--- src/rtl/sync_fifo_param_pkg.sv ---
// Shared definitions for the parametrised single-clock FIFO.
//  - clog2()          : ceiling log2, used to size pointers and the fill count
//  - FIFO_AW(depth)   : address width macro for a given depth
//  - fifo_params_ok() : elaboration-time legality check of the FIFO parameters
`define FIFO_AW(depth) (sync_fifo_param_pkg::clog2(depth))

package sync_fifo_param_pkg;

  // Ceiling log2; clog2(1) = 0.
  function automatic int clog2(input int value);
    int result;
    int rem;
    result = 32'sd0;
    rem    = value - 32'sd1;
    while (rem > 32'sd0) begin
      result = result + 32'sd1;
      rem    = rem >>> 1;
    end
    return result;
  endfunction

  // DEPTH must be a power of two >= 4, AF_LEVEL in 1..DEPTH, AE_LEVEL in 0..DEPTH-1.
  function automatic bit fifo_params_ok(input int width, input int depth,
                                        input int af_level, input int ae_level);
    bit ok;
    ok = (width >= 32'sd1) &&
         (depth >= 32'sd4) &&
         ((depth & (depth - 32'sd1)) == 32'sd0) &&
         (af_level >= 32'sd1) && (af_level <= depth) &&
         (ae_level >= 32'sd0) && (ae_level <= depth - 32'sd1);
    return ok;
  endfunction

endpackage

--- src/rtl/fifo_dpram.sv ---
// Simple dual-port RAM for the FIFO storage: one synchronous write port and
// one asynchronous read port. The asynchronous read lets the show-ahead mode
// present the head word with no latency (maps onto distributed/LUT RAM).
// Ports:
//  clk   in  1      write clock
//  we    in  1      write enable
//  waddr in  AW     write address
//  wdata in  WIDTH  write data
//  raddr in  AW     read address
//  rdata out WIDTH  read data, combinational from raddr
module fifo_dpram #(
  parameter int WIDTH = 8,
  parameter int DEPTH = 32,
  parameter int AW    = 5
) (
  input  logic             clk,
  input  logic             we,
  input  logic [AW-1:0]    waddr,
  input  logic [WIDTH-1:0] wdata,
  input  logic [AW-1:0]    raddr,
  output logic [WIDTH-1:0] rdata
);

  logic [WIDTH-1:0] mem_r [DEPTH];

  // Storage write; contents are never cleared.
  always_ff @(posedge clk) begin
    if (we) begin
      mem_r[waddr] <= wdata;
    end
  end

  assign rdata = mem_r[raddr];

endmodule

--- src/rtl/sync_fifo_param.sv ---
// Parametrised single-clock FIFO with exact fill count, programmable
// almost-full/almost-empty thresholds, sticky overflow/underflow flags and a
// selectable read mode (show-ahead or registered output).
// Ports:
//  clk          in   1      clock, all state changes on the rising edge
//  sclr         in   1      synchronous active-high clear, overrides requests
//  wrreq        in   1      write request, accepted when not full
//  data         in   WIDTH  write data
//  rdreq        in   1      read request, accepted when not empty
//  q            out  WIDTH  read data (head word, or registered read result)
//  usedw        out  AW+1   number of stored entries, 0..DEPTH
//  empty        out  1      usedw == 0
//  full         out  1      usedw == DEPTH
//  almost_empty out  1      usedw <= AE_LEVEL
//  almost_full  out  1      usedw >= AF_LEVEL
//  overflow     out  1      sticky, write requested while full
//  underflow    out  1      sticky, read requested while empty
module sync_fifo_param
  import sync_fifo_param_pkg::*;
#(
  parameter int WIDTH     = 8,
  parameter int DEPTH     = 32,
  parameter int AF_LEVEL  = 28,
  parameter int AE_LEVEL  = 4,
  parameter int SHOWAHEAD = 1,
  localparam int AW       = `FIFO_AW(DEPTH)
) (
  input  logic             clk,
  input  logic             sclr,
  input  logic             wrreq,
  input  logic [WIDTH-1:0] data,
  input  logic             rdreq,
  output logic [WIDTH-1:0] q,
  output logic [AW:0]      usedw,
  output logic             empty,
  output logic             full,
  output logic             almost_empty,
  output logic             almost_full,
  output logic             overflow,
  output logic             underflow
);

  if (!fifo_params_ok(WIDTH, DEPTH, AF_LEVEL, AE_LEVEL)) begin : g_param_error
    $error("sync_fifo_param: illegal parameters WIDTH=%0d DEPTH=%0d AF_LEVEL=%0d AE_LEVEL=%0d",
           WIDTH, DEPTH, AF_LEVEL, AE_LEVEL);
  end

  localparam logic [AW:0] PTR_ONE  = {{AW{1'b0}}, 1'b1};
  localparam logic [AW:0] AF_THRES = (AW+1)'(AF_LEVEL);
  localparam logic [AW:0] AE_THRES = (AW+1)'(AE_LEVEL);

  // Pointers carry one extra wrap bit so full and empty are distinguishable.
  logic [AW:0]      wr_ptr_r;
  logic [AW:0]      rd_ptr_r;
  logic [AW:0]      usedw_s;
  logic             full_s;
  logic             empty_s;
  logic             do_write_s;
  logic             do_read_s;
  logic             overflow_r;
  logic             underflow_r;
  logic [WIDTH-1:0] ram_rdata_s;

  assign usedw_s = wr_ptr_r - rd_ptr_r;
  assign full_s  = (wr_ptr_r[AW] != rd_ptr_r[AW]) &&
                   (wr_ptr_r[AW-1:0] == rd_ptr_r[AW-1:0]);
  assign empty_s = (wr_ptr_r == rd_ptr_r);

  // Acceptance uses the pre-edge flags; a clear suppresses both ports.
  assign do_write_s = wrreq & ~full_s  & ~sclr;
  assign do_read_s  = rdreq & ~empty_s & ~sclr;

  // Write and read pointer counters.
  always_ff @(posedge clk) begin
    if (sclr) begin
      wr_ptr_r <= '0;
      rd_ptr_r <= '0;
    end else begin
      if (do_write_s) begin
        wr_ptr_r <= wr_ptr_r + PTR_ONE;
      end
      if (do_read_s) begin
        rd_ptr_r <= rd_ptr_r + PTR_ONE;
      end
    end
  end

  // Sticky error flags; only a clear resets them.
  always_ff @(posedge clk) begin
    if (sclr) begin
      overflow_r  <= 1'b0;
      underflow_r <= 1'b0;
    end else begin
      overflow_r  <= overflow_r  | (wrreq & full_s);
      underflow_r <= underflow_r | (rdreq & empty_s);
    end
  end

  fifo_dpram #(
    .WIDTH (WIDTH),
    .DEPTH (DEPTH),
    .AW    (AW)
  ) u_ram (
    .clk   (clk),
    .we    (do_write_s),
    .waddr (wr_ptr_r[AW-1:0]),
    .wdata (data),
    .raddr (rd_ptr_r[AW-1:0]),
    .rdata (ram_rdata_s)
  );

  if (SHOWAHEAD != 0) begin : g_showahead
    // Head word straight from the asynchronous RAM read port.
    assign q = ram_rdata_s;
  end else begin : g_registered
    logic [WIDTH-1:0] q_r;

    // Registered read data; holds across idle and rejected reads.
    always_ff @(posedge clk) begin
      if (sclr) begin
        q_r <= '0;
      end else if (do_read_s) begin
        q_r <= ram_rdata_s;
      end
    end

    assign q = q_r;
  end

  assign usedw        = usedw_s;
  assign empty        = empty_s;
  assign full         = full_s;
  assign almost_empty = (usedw_s <= AE_THRES);
  assign almost_full  = (usedw_s >= AF_THRES);
  assign overflow     = overflow_r;
  assign underflow    = underflow_r;

endmodule

--- config.mk ---
export PLATFORM = sky130hd
export DESIGN_NAME = sync_fifo_param
export DESIGN_NICKNAME = d
export VERILOG_FILES = /design/src/rtl/sync_fifo_param_pkg.sv /design/src/rtl/fifo_dpram.sv /design/src/rtl/sync_fifo_param.sv
export SDC_FILE = /design/constraint.sdc
export NUM_CORES = 1
export LEC_CHECK = 0
export CAP_MARGIN = 20
export CORE_ASPECT_RATIO = 2
export CORE_MARGIN = 2
export CORE_UTILIZATION = 35
export CTS_CLUSTER_SIZE = 16
export DETAILED_ROUTE_END_ITERATION = 7
export PLACE_DENSITY = 0.6
export SYNTH_ARGS = -nofsm -noshare
export SYNTH_HDL_FRONTEND = slang
export SYNTH_SLANG_ARGS = --single-unit
--- constraint.sdc ---
create_clock -name clk -period 7.6 [get_ports clk]
set_input_delay 1.14 -clock clk [delete_from_list [all_inputs] [get_ports clk]]
set_output_delay 1.14 -clock clk [all_outputs]
set_load 0.05 [all_outputs]
==> metrics, run 1 <==
outcome=completed; P&R area growth vs syn=13.9%; Critical Path RT=6.46 ns; total power=3.00 mW; clk_skew=0.0175 ns; vias in the first global route=5961; Multi-input gate area=0.00273 mm2; CTS tree=done; first-pass GRT wire length=37.2 mm; vias post-DR=5618; synthesized net count=646; Leak=3.73 nW; Finished Layout Cells=1095; Post-Place Cells=1055; final worst slack=2.41 ns; fin crit share=0.682; most common cell after layout, fill and taps aside=edfxtp_1; Fmax achieved=0.193 GHz; Hold WC Path Type=reg -> reg; worst-skew pair later-pin latency=0.52 ns; number of buffers inserted by port buffering=31; Filler cells=2756; starting density of the core=0.356; Max-cap violations=0; Final Setup Violations=0; CTS Buf Count=22; DR pass1 iterations=6; layout cells sized above 1=0.134; largest net degree at the start of global routing=58; HP Start=overflow$_SDFF_PP0_; RSZ-0062 raised after global routing=no; RR Startpoint=wr_ptr_r[2]$_SDFFE_PP0P_; synthesized instance count=623; clock root buffer=clkbuf_16; FF+latch area=0.00807 mm2; Distinct cells, synth=50; CP startpoint kind=flop; pre-CTS setup slack=2.92 ns; CP Class=reg -> out; setup TNS=0 ns; clk sinks=275; pwr dens=240 mW/mm2; DP Area=0.0118 mm2; Netlist Area Pre-Place=0.0110 mm2; Residual DRC=0; Worst R2R End=u_ram.mem_r[14][3]$_DFFE_PP_; vias per cell=5.13; most frequent cells in the layout=edfxtp_1, mux2i_1, nor2_1; reg2reg path depth=5; hold_buf cts=0; yosys warns=0; WHS Path Cells=2; CP max FO=57; Rows=91; RePlAce Congestion=0.883; worst hold slack=0.497 ns; measured slew at the worst slew-check pin=1.06 ns; Routed Antenna Nets=0; post-route cell area=0.0125 mm2; Overall Global Routing Usage=0.155; Final Hold Viols=0; Layout Nets=684; synthesis-stage register bit count=275; Critical Path AT=4.05 ns; DIE HEIGHT=255 um; Clk pin slew, worst setup/hold paths=0.07 ns; post-DP HPWL=17.3 mm; EDFF count, synth=256; Hold Path End=overflow$_SDFF_PP0_; crit end category=primary output; CORE AREA=0.0309 mm2; Slew HR=0.289; final-report max-slew violation count=0; syn avg cell area=17.6 um2; final core utilization=0.405; final wirelength=25.0 mm; initial antenna violation count=0; Max IR drop VDD=215 uV; Max clock buf depth=3; Die Wd=129 um; grt ovf=0; fin crit period=5.19 ns; register-to-register setup slack=4.25 ns; full die area=0.0329 mm2; Post-CTS Setup Inserts=0; 1st-iter DRT viols=388; num ports=32; routed len/inst=22.8 um; sequential area share after synthesis=0.735; Main synth FF type=edfxtp_1; H-tree levels=1; # diodes=0; asr flop ratio synth=0; PostCTS Resize Cnt=0
[where the power goes]
group	switching (mW)	internal, mW
clock network	0.503	0.617
registers	0.00729	1.66
logic	0.146	0.0689
[cell usage after synthesis, types with 9 or more instances]
cell type	number	share of area
edfxtp_1	256	0.70
nand3_1	9	0.0041
inv_1	11	0.0038
ha_1	10	0.011
a21oi_1	11	0.0050
nor2b_1	10	0.0057
buf_2	17	0.0077
nor2_1	50	0.017
mux2i_1	56	0.051
a211oi_1	9	0.0062
mux4_2	32	0.066
dfxtp_1	19	0.035
a22oi_1	24	0.016
nand2_1	18	0.0062
[logic make-up after synthesis]
group	Yosys count	share of synthesized area
xor gates and xnor gates	13	0.0121
DFF	275	0.735
buffers and inverters	41	0.0166
and+or+nand+nor	115	0.0518
AOI/OAI and AO/OA	80	0.0550
adders and majority gates	11	0.0132
muxes	88	0.117
[worst max path at each step]
stage	start	endpoint	slack, ns	cells past startpoint
floorplan	wr_ptr_r[0]$_SDFFE_PP0P_	almost_empty	3.65	8
global placement	flop	q[7]	2.97	6
detailed placement	flop	q[5]	2.92	6
CTS	flop	q[5]	2.36	6
global route	flop	q[5]	2.13	6
finish	flop	q[5]	2.41	6
[worst max-delay path: stages, from the launching register on]
cell	delay (ns)
dfxtp_4	0.94
buf_4	0.69
a211oi_1	0.16
a2111oi_0	0.55
a31oi_1	0.13
nand3_1	0.15
clkdlybuf4s50_1	0.83
[registers in the layout (all words and copies together) (netlist names), named ones only]
| signal | flops |
|---|---|
| u_ram.mem_r | 256 |
| rd_ptr_r | 6 |
| wr_ptr_r | 6 |
| overflow | 1 |
| underflow | 1 |
[layer usage]
metal	wire length [um]	global-route usage	vias up
met5	0	0	-
met4	1300	0.0811	0
met3	662	0.0138	47
met2	14200	0.297	139
met1	8830	0.163	2883
li1	-	-	2549
[area by class of cell]
| type | instances | share of cell area |
|---|---|---|
| inverters | 11 | 0.00330 |
| multi-input cells | 307 | 0.219 |
| flip-flops and latches | 275 | 0.646 |
| clock buffers | 36 | 0.0547 |
| repair buffers | 44 | 0.0343 |
| well taps | 418 | 0.0418 |
| clock inverters | 4 | 0.00170 |
(Power assumes the default switching activity.)
==> run 2: changes to the inputs <==
clock period = 5.1 ns   (was 7.6 ns; I/O delays follow)
==> metrics, run 2 (same netlist as run 1, synthesis figures left out) <==
Die Wd=129 um (unchanged); ordered cell list for the critical path=buf_4 -> nor2b_1 -> buf_4 -> a2111oi_0 -> a31oi_1 -> nand3_1 -> clkdlybuf4s50_1 (was buf_4 -> a211oi_1 -> a2111oi_0 -> a31oi_1 -> nand3_1 -> clkdlybuf4s50_1); Comb pwr share=0.070 (was 0.072); Rows=91 (unchanged); reg2reg path depth=5 (unchanged); outcome=completed (unchanged); Clk pwr share=0.384 (was 0.373); Worst Path Buf+Inv=3 (was 2); Layout Nets=687 (was 684); routed len/inst=23.1 um (was 22.8 um); Critical Path AT=3.85 ns (was 4.05 ns); clk_skew=0.0110 ns (was 0.0175 ns); CP dominant cell by count=buf_4; Max clock buf depth=3 (unchanged); most frequent cells in the layout=edfxtp_1, mux2i_1, nor2_1 (unchanged); Routed Antenna Nets=0 (unchanged); Sw Ratio=0.215 (was 0.219); full die area=0.0329 mm2 (unchanged); CTS tree=done (unchanged); sequential power share=0.546 (was 0.555); pwr dens=362 mW/mm2 (was 240 mW/mm2); most common cell after layout, fill and taps aside=edfxtp_1 (unchanged); slowest CP cell=clkdlybuf4s50_1 (was dfxtp_4); Clk pin slew, worst setup/hold paths=0.07 ns (about the same); num ports=32 (unchanged); DIE HEIGHT=255 um (unchanged); Residual DRC=0 (unchanged); DR pass1 iterations=4 (was 6); PostCTS Resize Cnt=0 (unchanged); max reg flops=256 (unchanged); CP Class=reg -> out (unchanged); initial antenna violation count=0 (unchanged); final-report max-slew violation count=0 (unchanged); largest registers=u_ram.mem_r: 256 flops, rd_ptr_r: 6 flops, wr_ptr_r: 6 flops (unchanged); P&R area growth vs syn=14.6% (was 13.9%); register-to-register setup slack=1.69 ns (was 4.25 ns); Top Family by Delay on Critical Path=buffers and inverters (unchanged); Critical Path RT=4.34 ns (was 6.46 ns); fin crit share=0.904; 1st-iter DRT viols=349 (was 388); Crit path largest cell delay=0.82 ns (was 0.94 ns); Final Hold Viols=0 (unchanged); crit end category=primary output (unchanged); grt ovf=0 (unchanged); CP startpoint kind=flop (unchanged); setup TNS=0 ns (unchanged); Final Setup Violations=0 (unchanged); CTS Buf Count=22 (unchanged); worst-skew pair later-pin latency=0.52 ns (about the same); RSZ-0062 raised after global routing=no (unchanged); vias in the first global route=6014 (was 5961); Slew HR=0.328 (was 0.289); largest net degree at the start of global routing=67 (was 58); number of buffers inserted by port buffering=31 (unchanged); Psw=0.979 mW (was 0.656 mW); Max-cap violations=0 (unchanged); clk sinks=275 (unchanged); Fmax achieved=0.217 GHz; WHS Path Cells=2 (unchanged); Reg with most FFs=u_ram.mem_r (unchanged); Post-CTS Setup Inserts=0 (unchanged); vias per cell=5.19 (was 5.13); Leak=3.77 nW (was 3.73 nW); final wirelength=25.4 mm (was 25.0 mm); CP max FO=20 (was 57); clock root buffer=clkbuf_16 (unchanged); Hold WC Path Type=reg -> reg (unchanged); starting density of the core=0.356 (unchanged); fin crit period=4.61 ns; worst hold slack=0.472 ns (was 0.497 ns); H-tree levels=1 (unchanged); hold_buf cts=0 (unchanged); Max IR drop VDD=321 uV (was 215 uV); layout cells sized above 1=0.137 (was 0.134); Overall Global Routing Usage=0.157 (was 0.155); first-pass GRT wire length=37.6 mm (was 37.2 mm); Critical Path Stages=7 (was 6); # diodes=0 (unchanged); post-DP HPWL=17.5 mm (was 17.3 mm); RePlAce Congestion=0.885 (was 0.883); vias post-DR=5690 (was 5618); Pint=3.57 mW (was 2.34 mW); CORE AREA=0.0309 mm2 (unchanged); measured slew at the worst slew-check pin=1.01 ns (was 1.06 ns)
==> run 2: layout make-up <==
type,count,area [um2]
Fill cell,2765,18300
Multi-Input combinational cell,307,2730
Sequential cell,275,8070
Timing Repair Buffer,47,470
Clock buffer,35,703
Clock inverter,3,38.8
Tap cell,418,523
Inverter,11,41.3
==> run 2: metrics by stage <==
| stage | worst slack (ns) | utilization | instances | area (um2) | power [mW] |
|---|---|---|---|---|---|
| finish | 0.488 | 0.408 | 1096 | 12600 | 4.55 |
| global placement | 1.16 | 0.382 | 1055 | 11800 | 2.84 |
| floorplan | 1.53 | - | 623 | 11000 | 2.71 |
| detailed placement | 1.04 | 0.384 | 1058 | 11800 | 2.85 |
| global route | 0.269 | 0.408 | 1096 | 12600 | 4.68 |
| CTS | 0.472 | 0.408 | 1096 | 12600 | 4.58 |
==> run 2: final timing paths <==
kind	startpoint	to
max	flop	q[3]
min	underflow$_SDFF_PP0_	underflow$_SDFF_PP0_
max reg2reg	wr_ptr_r[3]$_SDFFE_PP0P_	u_ram.mem_r[21][5]$_DFFE_PP_
min reg2reg	underflow$_SDFF_PP0_	underflow$_SDFF_PP0_
==> run 2: power groups by stage <==
| stage | Clock, mW | Combinational (mW) | Sequential, mW |
|---|---|---|---|
| floorplan | 0 | 0.182 | 2.53 |
| global placement | 0 | 0.308 | 2.53 |
| detailed placement | 0 | 0.319 | 2.53 |
| CTS | 1.78 | 0.321 | 2.48 |
| global route | 1.86 | 0.336 | 2.48 |
| finish | 1.75 | 0.320 | 2.48 |
==> run 2: metal layers <==
metal  vias to the layer above  routed length [um]  GRT usage
met5                         -                   0          0
met4                         0                1580     0.0991
met3                        62                 756     0.0151
met2                       174               14100      0.295
met1                      2901                8880      0.163
li1                       2553                   -          -
==> run 2: tightest hold or removal path, cell delays in order (launching register included) <==
cell and delay, ns:
dfxtp_1 0.33, a21oi_1 0.04, nor2_1 0.06
==> run 3: changes to the inputs <==
CTS_BUF_LIST = sky130_fd_sc_hd__clkbuf_8   (was default)
==> metrics, run 3 (same netlist as run 1, synthesis figures left out) <==
PostCTS Resize Cnt=0 (unchanged); pre-CTS setup slack=1.04 ns (unchanged); Residual DRC=0 (unchanged); Max clock buf depth=3 (unchanged); DP Area=0.0118 mm2 (unchanged); RePlAce Congestion=0.885 (unchanged); ordered cell list for the critical path=buf_4 -> nor2b_1 -> buf_4 -> a2111oi_0 -> a31oi_1 -> nand3_1 -> clkdlybuf4s50_1 (unchanged); first-pass GRT wire length=37.9 mm (was 37.6 mm); most frequent cells in the layout=edfxtp_1, mux2i_1, nor2_1 (unchanged); Psw=1.01 mW (was 0.979 mW); measured slew at the worst slew-check pin=1.01 ns (about the same); num ports=32 (unchanged); DR pass1 iterations=5 (was 4); Finished Layout Cells=1121 (was 1096); clk sinks=275 (unchanged); worst-skew pair later-pin latency=0.52 ns (about the same); fin crit period=4.58 ns (was 4.61 ns); final-report max-slew violation count=0 (unchanged); layout cells sized above 1=0.154 (was 0.137); Sw Ratio=0.228 (was 0.215); P&R area growth vs syn=14.2% (was 14.6%); post-route cell area=0.0125 mm2 (was 0.0126 mm2); Multi-input gate area=0.00273 mm2 (unchanged); CTS Buf Count=35 (was 22); clock root buffer=clkbuf_8 (was clkbuf_16); largest registers=u_ram.mem_r: 256 flops, rd_ptr_r: 6 flops, wr_ptr_r: 6 flops (unchanged); Routed Antenna Nets=0 (unchanged); Crit path largest cell delay=0.81 ns (was 0.82 ns); Critical Path AT=3.81 ns (was 3.85 ns); DIE HEIGHT=255 um (unchanged); CP Class=reg -> out (unchanged); vias in the first global route=6178 (was 6014); worst hold slack=0.471 ns (was 0.472 ns); Reg with most FFs=u_ram.mem_r (unchanged); CORE AREA=0.0309 mm2 (unchanged); Final Setup Violations=0 (unchanged); crit end category=primary output (unchanged); clk_skew=0.0154 ns (was 0.0110 ns); most common cell after layout, fill and taps aside=edfxtp_1 (unchanged); Comb pwr share=0.072 (was 0.070); CP startpoint kind=flop (unchanged); fin crit share=0.897 (was 0.904); final wirelength=25.7 mm (was 25.4 mm); Filler cells=2785 (was 2765); slowest CP cell=clkdlybuf4s50_1 (unchanged); Clk pwr share=0.366 (was 0.384); starting density of the core=0.356 (unchanged); total power=4.42 mW (was 4.55 mW); Layout Nets=700 (was 687); pwr dens=352 mW/mm2 (was 362 mW/mm2); Critical Path RT=4.34 ns (about the same); CTS tree=done (unchanged); Post-CTS Setup Inserts=0 (unchanged); vias per cell=5.17 (was 5.19); grt ovf=0 (unchanged); final core utilization=0.407 (was 0.408); initial antenna violation count=1 (was 0); post-DP HPWL=17.5 mm (unchanged); Clk pin slew, worst setup/hold paths=0.07 ns (about the same); vias post-DR=5798 (was 5690); Die Wd=129 um (unchanged); hold_buf cts=0 (unchanged); Slew HR=0.325 (was 0.328); RSZ-0062 raised after global routing=no (unchanged); Worst Path Buf+Inv=3 (unchanged); Rows=91 (unchanged); outcome=completed (unchanged); Leak=3.81 nW (was 3.77 nW); CP max FO=20 (unchanged); number of buffers inserted by port buffering=31 (unchanged); Max-cap violations=0 (unchanged); Hold WC Path Type=reg -> reg (unchanged); 1st-iter DRT viols=390 (was 349); Fmax achieved=0.219 GHz (was 0.217 GHz); routed len/inst=22.9 um (was 23.1 um); FF+latch area=0.00807 mm2 (unchanged); Overall Global Routing Usage=0.158 (was 0.157); final worst slack=0.525 ns (was 0.488 ns); largest net degree at the start of global routing=67 (unchanged); H-tree levels=2 (was 1); setup TNS=0 ns (unchanged); full die area=0.0329 mm2 (unchanged); CP dominant cell by count=buf_4 (unchanged); sequential power share=0.562 (was 0.546); Final Hold Viols=0 (unchanged); max reg flops=256 (unchanged); Post-Place Cells=1058 (unchanged); Top Family by Delay on Critical Path=buffers and inverters (unchanged); Max IR drop VDD=301 uV (was 321 uV); Pint=3.41 mW (was 3.57 mW)
## run 3: area by class of cell
cell class                 instances  area share
inverter                          11     0.00329
antenna                            1    0.000199
clock inverter                    21      0.0111
multi-input combinational        307       0.218
sequential                       275       0.643
clock buffer                      41      0.0450
tap                              418      0.0417
timing repair buffer              47      0.0375
## run 3: worst reg2reg max path, delay by kind of cell, from the launching register on
family / cells / cell delay [ns]
simple gates: 3 / 1.48
compound gates: 1 / 0.58
flops: 1 / 0.60
fa+ha+maj: 1 / 0.37
## run 3: layer usage
| metal | part of all wire | global-route usage |
|---|---|---|
| met1 | 0.34 | 0.157 |
| met2 | 0.56 | 0.304 |
| met3 | 0.038 | 0.0199 |
| met4 | 0.059 | 0.0957 |
| met5 | 0 | 0 |
## run 3: worst paths after layout
check | startpoint | endpoint | slack [ns] | cells after the start
setup / recovery | flop | q[5] | 0.52 | 7
hold / removal | underflow$_SDFF_PP0_ | underflow$_SDFF_PP0_ | 0.47 | 2
setup reg to reg | wr_ptr_r[3]$_SDFFE_PP0P_ | u_ram.mem_r[21][2]$_DFFE_PP_ | 1.70 | 5
hold reg to reg | underflow$_SDFF_PP0_ | underflow$_SDFF_PP0_ | 0.47 | 2
## run 3: power groups by stage
stage                     clock network (mW)  logic, mW  registers [mW]
after detailed placement                   0      0.319            2.53
final                                   1.62      0.320            2.48
after floorplan                            0      0.182            2.53
after global placement                     0      0.308            2.53
after global routing                    1.74      0.336            2.48
after CTS                               1.65      0.322            2.48
